File: src/rtl/awg_segment_sequencer.sv
// Segment-table scheduler for one AWG output channel: loads each segment's
// amplitudes/durations, fires one trigger per repetition, and stops at the end or on abort.
module awg_segment_sequencer #(
  parameter int DEPTH = 16,
  parameter int AW    = 4,
  parameter int AMP_W = 16,
  parameter int DUR_W = 32,
  parameter int REP_W = 16
) (
  input  logic             clk,
  input  logic             rst,
  input  logic             cfg_we,
  input  logic [AW-1:0]    cfg_addr,
  input  logic [AMP_W-1:0] cfg_amp,
  input  logic [AMP_W-1:0] cfg_zamp,
  input  logic [DUR_W-1:0] cfg_data_dur,
  input  logic [DUR_W-1:0] cfg_zero_dur,
  input  logic [REP_W-1:0] cfg_rep,
  input  logic [AW-1:0]    i_last_idx,
  input  logic             i_loop,
  input  logic             i_start,
  input  logic             i_abort,
  output logic [AMP_W-1:0] o_valid_amp,
  output logic [AMP_W-1:0] o_zero_amp,
  output logic [DUR_W-1:0] o_data_duration,
  output logic [DUR_W-1:0] o_zero_duration,
  output logic             o_trigger,
  output logic             o_stop,
  output logic             o_busy,
  output logic [AW-1:0]    o_seg_idx,
  output logic             o_done,
  output logic             o_cfg_err
);

  typedef enum logic [1:0] {S_IDLE, S_LOAD, S_RUN, S_DONE} state_e;

  state_e             state_q, state_d;
  logic [DUR_W:0]     timer_q, timer_d;
  logic [REP_W-1:0]   rep_cnt_q, rep_cnt_d;
  logic [REP_W-1:0]   rep_q, rep_d;
  logic [AW-1:0]      idx_q, idx_d;
  logic [AW-1:0]      last_idx_q, last_idx_d;
  logic               loop_q, loop_d;
  logic [AMP_W-1:0]   valid_amp_q, valid_amp_d;
  logic [AMP_W-1:0]   zero_amp_q, zero_amp_d;
  logic [DUR_W-1:0]   data_dur_q, data_dur_d;
  logic [DUR_W-1:0]   zero_dur_q, zero_dur_d;
  logic [AW-1:0]      seg_idx_q, seg_idx_d;
  logic               trigger_q, trigger_d;
  logic               stop_q, stop_d;
  logic               busy_q, busy_d;
  logic               done_q, done_d;
  logic               cfg_err_q, cfg_err_d;

  logic [AMP_W-1:0]   tbl_amp  [DEPTH];
  logic [AMP_W-1:0]   tbl_zamp [DEPTH];
  logic [DUR_W-1:0]   tbl_data [DEPTH];
  logic [DUR_W-1:0]   tbl_zero [DEPTH];
  logic [REP_W-1:0]   tbl_rep  [DEPTH];

  logic [DUR_W:0]     period;
  logic [DUR_W:0]     period_last;
  logic [REP_W-1:0]   rep_last;

  // Table storage carries no reset so a programmed sequence survives rst.
  always_ff @(posedge clk) begin
    if (cfg_we && (state_q == S_IDLE)) begin
      tbl_amp[cfg_addr]  <= cfg_amp;
      tbl_zamp[cfg_addr] <= cfg_zamp;
      tbl_data[cfg_addr] <= cfg_data_dur;
      tbl_zero[cfg_addr] <= cfg_zero_dur;
      tbl_rep[cfg_addr]  <= cfg_rep;
    end
  end

  // One extra bit keeps data+zero from wrapping; an all-zero period runs as 1 cycle.
  always_comb begin
    period = {1'b0, data_dur_q} + {1'b0, zero_dur_q};
    if (period == '0) period = (DUR_W+1)'(1);
    period_last = period - (DUR_W+1)'(1);
    rep_last    = (rep_q == '0) ? '0 : rep_q - REP_W'(1);
  end

  always_comb begin
    state_d     = state_q;
    timer_d     = timer_q;
    rep_cnt_d   = rep_cnt_q;
    rep_d       = rep_q;
    idx_d       = idx_q;
    last_idx_d  = last_idx_q;
    loop_d      = loop_q;
    valid_amp_d = valid_amp_q;
    zero_amp_d  = zero_amp_q;
    data_dur_d  = data_dur_q;
    zero_dur_d  = zero_dur_q;
    seg_idx_d   = seg_idx_q;
    trigger_d   = 1'b0;
    stop_d      = 1'b0;
    done_d      = 1'b0;
    busy_d      = (state_q != S_IDLE);
    cfg_err_d   = cfg_we && (state_q != S_IDLE);
    case (state_q)
      S_IDLE: begin
        if (i_start && !i_abort) begin
          state_d    = S_LOAD;
          last_idx_d = i_last_idx;
          loop_d     = i_loop;
          idx_d      = '0;
        end
      end
      S_LOAD: begin
        if (i_abort) begin
          state_d = S_IDLE;
          stop_d  = 1'b1;
        end else begin
          valid_amp_d = tbl_amp[idx_q];
          zero_amp_d  = tbl_zamp[idx_q];
          data_dur_d  = tbl_data[idx_q];
          zero_dur_d  = tbl_zero[idx_q];
          rep_d       = tbl_rep[idx_q];
          rep_cnt_d   = '0;
          timer_d     = '0;
          seg_idx_d   = idx_q;
          state_d     = S_RUN;
        end
      end
      S_RUN: begin
        if (i_abort) begin
          state_d = S_IDLE;
          stop_d  = 1'b1;
        end else begin
          trigger_d = (timer_q == '0);
          timer_d   = timer_q + (DUR_W+1)'(1);
          if (timer_q == period_last) begin
            if (rep_cnt_q < rep_last) begin
              rep_cnt_d = rep_cnt_q + REP_W'(1);
              timer_d   = '0;
            end else if (idx_q != last_idx_q) begin
              idx_d   = idx_q + AW'(1);
              state_d = S_LOAD;
            end else if (loop_q) begin
              idx_d   = '0;
              state_d = S_LOAD;
            end else begin
              state_d = S_DONE;
            end
          end
        end
      end
      S_DONE: begin
        state_d = S_IDLE;
        stop_d  = 1'b1;
        done_d  = !i_abort;
      end
      default: state_d = S_IDLE;
    endcase
  end

  always_ff @(posedge clk or negedge rst) begin
    if (!rst) begin
      state_q     <= S_IDLE;
      timer_q     <= '0;
      rep_cnt_q   <= '0;
      rep_q       <= '0;
      idx_q       <= '0;
      last_idx_q  <= '0;
      loop_q      <= 1'b0;
      valid_amp_q <= '0;
      zero_amp_q  <= '0;
      data_dur_q  <= '0;
      zero_dur_q  <= '0;
      seg_idx_q   <= '0;
      trigger_q   <= 1'b0;
      stop_q      <= 1'b0;
      busy_q      <= 1'b0;
      done_q      <= 1'b0;
      cfg_err_q   <= 1'b0;
    end else begin
      state_q     <= state_d;
      timer_q     <= timer_d;
      rep_cnt_q   <= rep_cnt_d;
      rep_q       <= rep_d;
      idx_q       <= idx_d;
      last_idx_q  <= last_idx_d;
      loop_q      <= loop_d;
      valid_amp_q <= valid_amp_d;
      zero_amp_q  <= zero_amp_d;
      data_dur_q  <= data_dur_d;
      zero_dur_q  <= zero_dur_d;
      seg_idx_q   <= seg_idx_d;
      trigger_q   <= trigger_d;
      stop_q      <= stop_d;
      busy_q      <= busy_d;
      done_q      <= done_d;
      cfg_err_q   <= cfg_err_d;
    end
  end

  assign o_valid_amp     = valid_amp_q;
  assign o_zero_amp      = zero_amp_q;
  assign o_data_duration = data_dur_q;
  assign o_zero_duration = zero_dur_q;
  assign o_trigger       = trigger_q;
  assign o_stop          = stop_q;
  assign o_busy          = busy_q;
  assign o_seg_idx       = seg_idx_q;
  assign o_done          = done_q;
  assign o_cfg_err       = cfg_err_q;

endmodule

File: config.mk
export PLATFORM = sky130hd
export DESIGN_NAME = awg_segment_sequencer
export DESIGN_NICKNAME = d
export VERILOG_FILES = /design/src/rtl/awg_segment_sequencer.sv
export SDC_FILE = /design/constraint.sdc
export NUM_CORES = 2
export LEC_CHECK = 0
export CAP_MARGIN = 20
export CORE_MARGIN = 4
export CORE_UTILIZATION = 31
export CTS_CLUSTER_DIAMETER = 40
export DETAILED_ROUTE_END_ITERATION = 6
export REMOVE_ABC_BUFFERS = 1
export SLEW_MARGIN = 20
export SYNTH_ARGS = -nofsm -noshare
export SYNTH_HDL_FRONTEND = slang
export SYNTH_SLANG_ARGS = --single-unit
File: constraint.sdc
create_clock -name clk -period 11.26 [get_ports clk]
set_input_delay 1.126 -clock clk [delete_from_list [all_inputs] [get_ports clk]]
set_output_delay 1.126 -clock clk [all_outputs]
set_load 0.02 [all_outputs]
# --- After elaboration in Yosys (flattened, before gate mapping) ---
# Memory sizes are Yosys's and may differ from the RTL's. A register that Yosys moved wholly into a read port is not among the register bits.
# Cells that the tools add are included.
# Widths: inputs -> output; s select.
totals:
  out_inout_bits: 105
  inputBits: 126
  reg_bits: 69
  word_cells: 96
  ram_bits: 1792
  n_memories: 5
memory_table:
  columns: ["memory", "words", "word_bits", "rd", "rd_clocked_by_memory_dff", "wr", "line", "rtl"]
  rows:
  - ["tbl_data", 16, 32, 1, 1, 1, "57", "logic [DUR_W-1:0] tbl_data [DEPTH];"]
  - ["tbl_zero", 16, 32, 1, 1, 1, "58", "logic [DUR_W-1:0] tbl_zero [DEPTH];"]
  - ["tbl_amp", 16, 16, 1, 1, 1, "55", "logic [AMP_W-1:0] tbl_amp [DEPTH];"]
  - ["tbl_rep", 16, 16, 1, 1, 1, "59", "logic [REP_W-1:0] tbl_rep [DEPTH];"]
  - ["tbl_zamp", 16, 16, 1, 1, 1, "56", "logic [AMP_W-1:0] tbl_zamp [DEPTH];"]
classes:
  n_eq_ne: 14
  n_addsub: 6
  reduce_logical: 23
  n_bitwise: 1
  muxes: 34
  order_cmp: 1
ops:
  columns: ["cell", "count"]
  rows:
  - ["$mux 33", 5]
  - ["$mux 16", 5]
  - ["$logic_not 33->1", 2]
  - ["$pmux 33 s2", 1]
  - ["$add 32x32->33", 1]
  - ["$add 33x1->33 const B", 1]
  - ["$eq 33x33->1", 1]
  - ["$sub 33x1->33 const B", 1]
  - ["$pmux 16 s2", 1]
  - ["$mux 4", 6]
  - ["$add 16x1->16 const B", 1]
  - ["$logic_not 16->1", 1]
  - ["$lt 16x16->1", 1]
  - ["$sub 16x1->16 const B", 1]
  - ["$mux 2", 7]
  - ["$ne 2x2->1 const B", 5]
  - ["$ne 3x3->1 const B", 3]
  - ["$pmux 2 s4", 1]
  - ["$pmux 4 s2", 1]
  - ["$logic_not 1->1", 6]
  - ["$mux 1", 6]
  - ["$reduce_and 3->1", 2]
  - ["$reduce_and 6->1", 1]
  - ["$reduce_bool 2->1", 3]
  - ["12 further kinds", 16]

# --- Logic depth before layout (Yosys ltp) ---
depth:
  depth_word: 8
  depth_mapped: 30
  ltp_nobuf: 26

# --- Worst setup path after synthesis ---
# No wires, ideal clock.
synth_timing:
  path_kind: "input to register"
  start: "input port cfg_we"
  end: "memory tbl_amp[0][0], enable pin"
  path_slack_ps: 1401
  stages: 3
  arrival_time_ps: 9137
  setup_ps: 722
  cell_sequence: "nand2_1 -> or3_1 -> nor3_1"
synth_between:
  elab_chain_len: 3
synth_lines:
  columns: ["element", "line", "rtl"]
  rows:
  - ["from (decl)", "12", "input logic cfg_we,"]
  - ["$logic_and 1x1->1", "67", "if (cfg_we && (state_q == S_IDLE)) begin"]
  - ["$mux 1", "67", null]
  - ["$mux 1 (implied by the code)", "68", "tbl_amp[cfg_addr] <= cfg_amp;"]
  - ["to (decl)", "55", null]
# Every way passes these cells.

# --- Final worst setup path ---
layout_timing:
  start: "register zero_dur_q[0], in the netlist o_zero_duration[0] (read register of tbl_zero)"
  end: "register idx_q[0]"
layout_between:
  elab_chain_len: 7
layout_lines:
  columns: ["element", "line", "rtl"]
  rows:
  - ["from (decl)", "47", "logic [DUR_W-1:0] zero_dur_q, zero_dur_d;"]
  - ["$add 32x32->33 *", "78", "period = {1'b0, data_dur_q} + {1'b0, zero_dur_q};"]
  - ["$logic_not 33->1", "79", "if (period == '0) period = (DUR_W+1)'(1);"]
  - ["$mux 33 *", "79", null]
  - ["$sub 33x1->33 *", "80", "period_last = period - (DUR_W+1)'(1);"]
  - ["$eq 33x33->1 *", "134", "if (timer_q == period_last) begin"]
  - ["$ne 2x2->1 (no line) *", null, null]
  - ["$reduce_and 6->1 (no line) *", null, null]
  - ["to (signal assigned)", "183", "idx_q <= idx_d;"]
  - ["to (decl)", "41", "logic [AW-1:0] idx_q, idx_d;"]
# Mark *: on every way between the ends. The rest lies on a longest branch, timed or not.
# A chain may end at the register's enable or synchronous reset.

==> impl_metrics.yaml <==
cts:
  clkTransAtPathRegs_ns: 0.06
  numCtsBuffers: 282
  hold_buffers: 0
  htree_levels: 5
  clock_sinks: 1973
  cts_resized: 0
  cts_tree: "built"
  post_cts_buffers: 0
  clock_latency_ns: 0.91
  root_buffer: "clkbuf_16"
  cts_buffer_depth: 4
critical_path:
  reg2reg_slack_ns: 2.56
  rr_startpoint: "o_zero_duration[0]"
  critPathMaxStageDelay_ns: 0.63
  worstPathRequired_ns: 12.01
  reg2reg_to: "idx_q[0]"
  worst-path-stages: 25
  cp_slowest_cell: "and4b_1"
  reg2reg_depth: 25
  critPathArrivalTime_ns: 9.45
  worst-path-max-fanout: 13
  crit_path_start_kind: "flop"
  worst_setup_path_end_kind: "flop"
  cp_top_family: "compound AO/OA/AOI/OAI gates"
  crit_buf_inv: 1
  crit_type: "flop to flop"
placement:
  placed_area_mm2: 0.08547
  gp_congestion: 0.8658
  io_buffers: 230
  place_ws_ns: 2.487
  place_hpwl_um: 119200
global_routing:
  grt_pass1_wl_um: 306500
  grt_max_degree: 134
  first_global_vias: 41720
  grt-ovfl-total: 0
  track_usage_pct: 15.94
  antenna_found_initial: 37
floorplan:
  die_height_um: 512.5
  ios: 231
  fp.coreArea_mm2: 0.2523
  die_area_mm2: 0.2627
  rows: 184
  initial_core_util_pct: 31.28
  die_w_um: 512.5
detailed_routing:
  dr.pass1.iters: 6
  vias_per_cell: 5.175
  ant_nets: 0
  drc: 0
  drt_iter0_markers: 4406
  drt-wirelength-per-cell_um: 26.87
  wl_um: 213300
  vias: 41090
logic_synthesis:
  synth_cell_type_count: 86
  avgSynthCellArea_um2: 19.87
  ys_ff_latch: 1973
  netlist.area_leader.share_pct: 68.19
  synthFlopType: "edfxtp_1"
  synthCells: 3972
  netlist_top_cells_count: "edfxtp_1, mux4_2, nand2_1"
  synthTopCellsByArea: "edfxtp_1, mux4_2, dfrtp_1, nand2_1, ha_1"
  synthXorXnorAreaFrac_pct: 1.088
  synth_edf_count: 1792
  ys_warn_count: 0
  synth_top_area_cell: "edfxtp_1"
  yosys.area_share.simple_pct: 4.444
  async_flop_share_pct: 9.174
  ys_seq_area_share_pct: 73.93
  synth_top_family_by_area: "multiplexers"
  synth.area.mux_share_pct: 16.15
  synth_fa_ha_area_share_pct: 0.9291
  syn-cell-area_mm2: 0.07891
  synth_most_common_cell: "edfxtp_1"
  synth_compound_area_share_pct: 2.402
timing:
  fin_crit_ns: 8.700
  final-setup-viol-count: 0
  final.period_utilization_pct: 77.27
  drv_slew: 0
  worstMarginPinSlew_ns: 1.151
  slew_headroom_pct: 23.26
  clock_skew_ns: 0.07203
  finalHoldViolations: 0
  tns_ns: 0
  hold_slack_ns: 0.2101
  max_freq_ghz: 0.1149
  layout_setup_ws_ns: 2.560
  rsz0062_at_grt: "no"
power_and_ir_drop:
  power_density_mw_per_mm2: 221.2
  ir_drop_v: 0.0001745
  switchingPower_mw: 5.921
  power.share.switching_pct: 28.24
  seqPwrFrac_pct: 41.1
  internal_power_mw: 15.04
  p_clk_share_pct: 41.3
  pwr-share-comb_pct: 17.6
  leakage_nw: 30.25
  power.total_mw: 20.97
cells_and_area:
  final_nets: 4554
  finalInstanceArea_mm2: 0.09480
  drive_gt1_share_pct: 24.78
  area_growth_pct: 20.13
run_status:
  status: "finished clean"
worst_hold_path:
  holdCritPathClass: "input pin to asynchronous set/reset pin"
run:
  max_cap_viol_count: 0
per-stage QoR:
step                      util (%)  std cells
after floorplan                  -       3778
after global placement       33.87       7433
after detailed placement     33.87       7433
after CTS                    37.54       7923
after global routing         37.56       7928
final                        37.57       7939
area by class of cell:
type                    instances  area [um^2]
well taps                    3348         4189
fillers                     22880       157500
flip-flops and latches       1973        58360
repair buffers                308         3004
inverters                      24        90.09
diodes                         15        37.54
clock inverters               172         1914
multi-input cells            1781        19870
clock buffers                 318         7338
state kept, by name, indices dropped and copies added (netlist names), 2 cells and up:
name / cells
o_data_duration: 32
tbl_data: 512
o_zero_duration: 32
o_seg_idx: 4
last_idx_q: 4
tbl_amp: 256
o_zero_amp: 16
tbl_zero: 512
rep_cnt_q: 16
state_q: 2
timer_q: 33
rep_q: 16
tbl_rep: 256
o_valid_amp: 16
tbl_zamp: 256
idx_q: 4
worst reg2reg max path: stages, from the launching register on:
cell and delay (ns):
dfrtp_1 0.41, ha_1 0.26, fa_1 0.49, a211oi_2 0.45
o211a_1 0.26, o31ai_1 0.13, a2111o_1 0.40, a222oi_1 0.57
nand4_1 0.38, or2_1 0.43, o41ai_1 0.58, inv_1 0.12
ha_1 0.26, nand4b_1 0.11, mux2i_1 0.12, or2_2 0.33
a21oi_1 0.13, a32oi_1 0.07, nor4_1 0.31, o211ai_1 0.18
a2111o_1 0.42, a2111oi_0 0.38, and4b_1 0.63, nand4_2 0.40
o32a_1 0.55, a21o_1 0.20
placed cells by master, fill, tap and decap left out, drive strengths merged, types with 10 or more instances in the layout:
master / synthesis / routed
edfxtp: 1792 / 1792
mux4: 547 / 547
nand2: 404 / 404
clkbuf: 147 / 318
clkdlybuf4s50: 0 / 229
dfrtp: 181 / 181
nor2: 106 / 106
buf: 47 / 79
clkinv: 0 / 77
inv: 24 / 68
o21ai: 62 / 62
ha: 57 / 57
a21oi: 57 / 57
xor2: 49 / 49
xnor2: 49 / 49
nor3: 48 / 48
nand3: 31 / 31
nand4: 29 / 29
bufinv: 0 / 27
or3: 25 / 25
clkinvlp: 0 / 24
mux2i: 21 / 21
mux2: 19 / 19
nand2b: 19 / 19
nor4: 19 / 19
and3: 19 / 19
and2: 18 / 18
diode: 0 / 15
o211ai: 15 / 15
a221o: 14 / 14
or4: 13 / 13
a21o: 13 / 13
or2: 12 / 12
a211oi: 10 / 10
worst max-delay path by stage:
stage / startpoint / endpoint / slack (ns)
2_1_floorplan: idx_q[0] / rep_q[0] / -7.30
3_3_place_gp: o_data_duration[0] / timer_q[5] / 2.48
3_5_place_dp: o_data_duration[0] / timer_q[11] / 2.49
4_1_cts: o_zero_duration[0] / timer_q[13] / 2.43
5_1_grt: o_data_duration[0] / timer_q[17] / 1.99
6_report: o_zero_duration[0] / idx_q[0] / 2.56
per-layer routing:
metal  track usage, %  vias to the layer above  part of all wire, %
met4            3.500                       20                  1.9
met3            3.642                      353                  6.9
met1            22.21                    22090                   43
li1                 -                    17150                    -
met5                0                        -                0.070
met2            25.60                     1468                   48
power by group through the flow:
stage	combinational [mW]	clock [mW]	sequential [mW]
after detailed placement	3.68	0	8.77
after global routing	4.00	9.18	8.65
after floorplan	2.09	0	8.92
final	3.69	8.66	8.62
after CTS	3.70	8.83	8.62
after global placement	3.68	0	8.74
logic make-up after synthesis:
kind of cell             after synthesis
multiplexers                         587
AND/OR/NAND/NOR                      769
adder cells (fa/ha/maj)               58
XOR/XNOR                              98
AO/OA/AOI/OAI                        269
flip-flops                          1973
buffers and inverters                218
No activity file was read; power rests on OpenSTA's default activity.
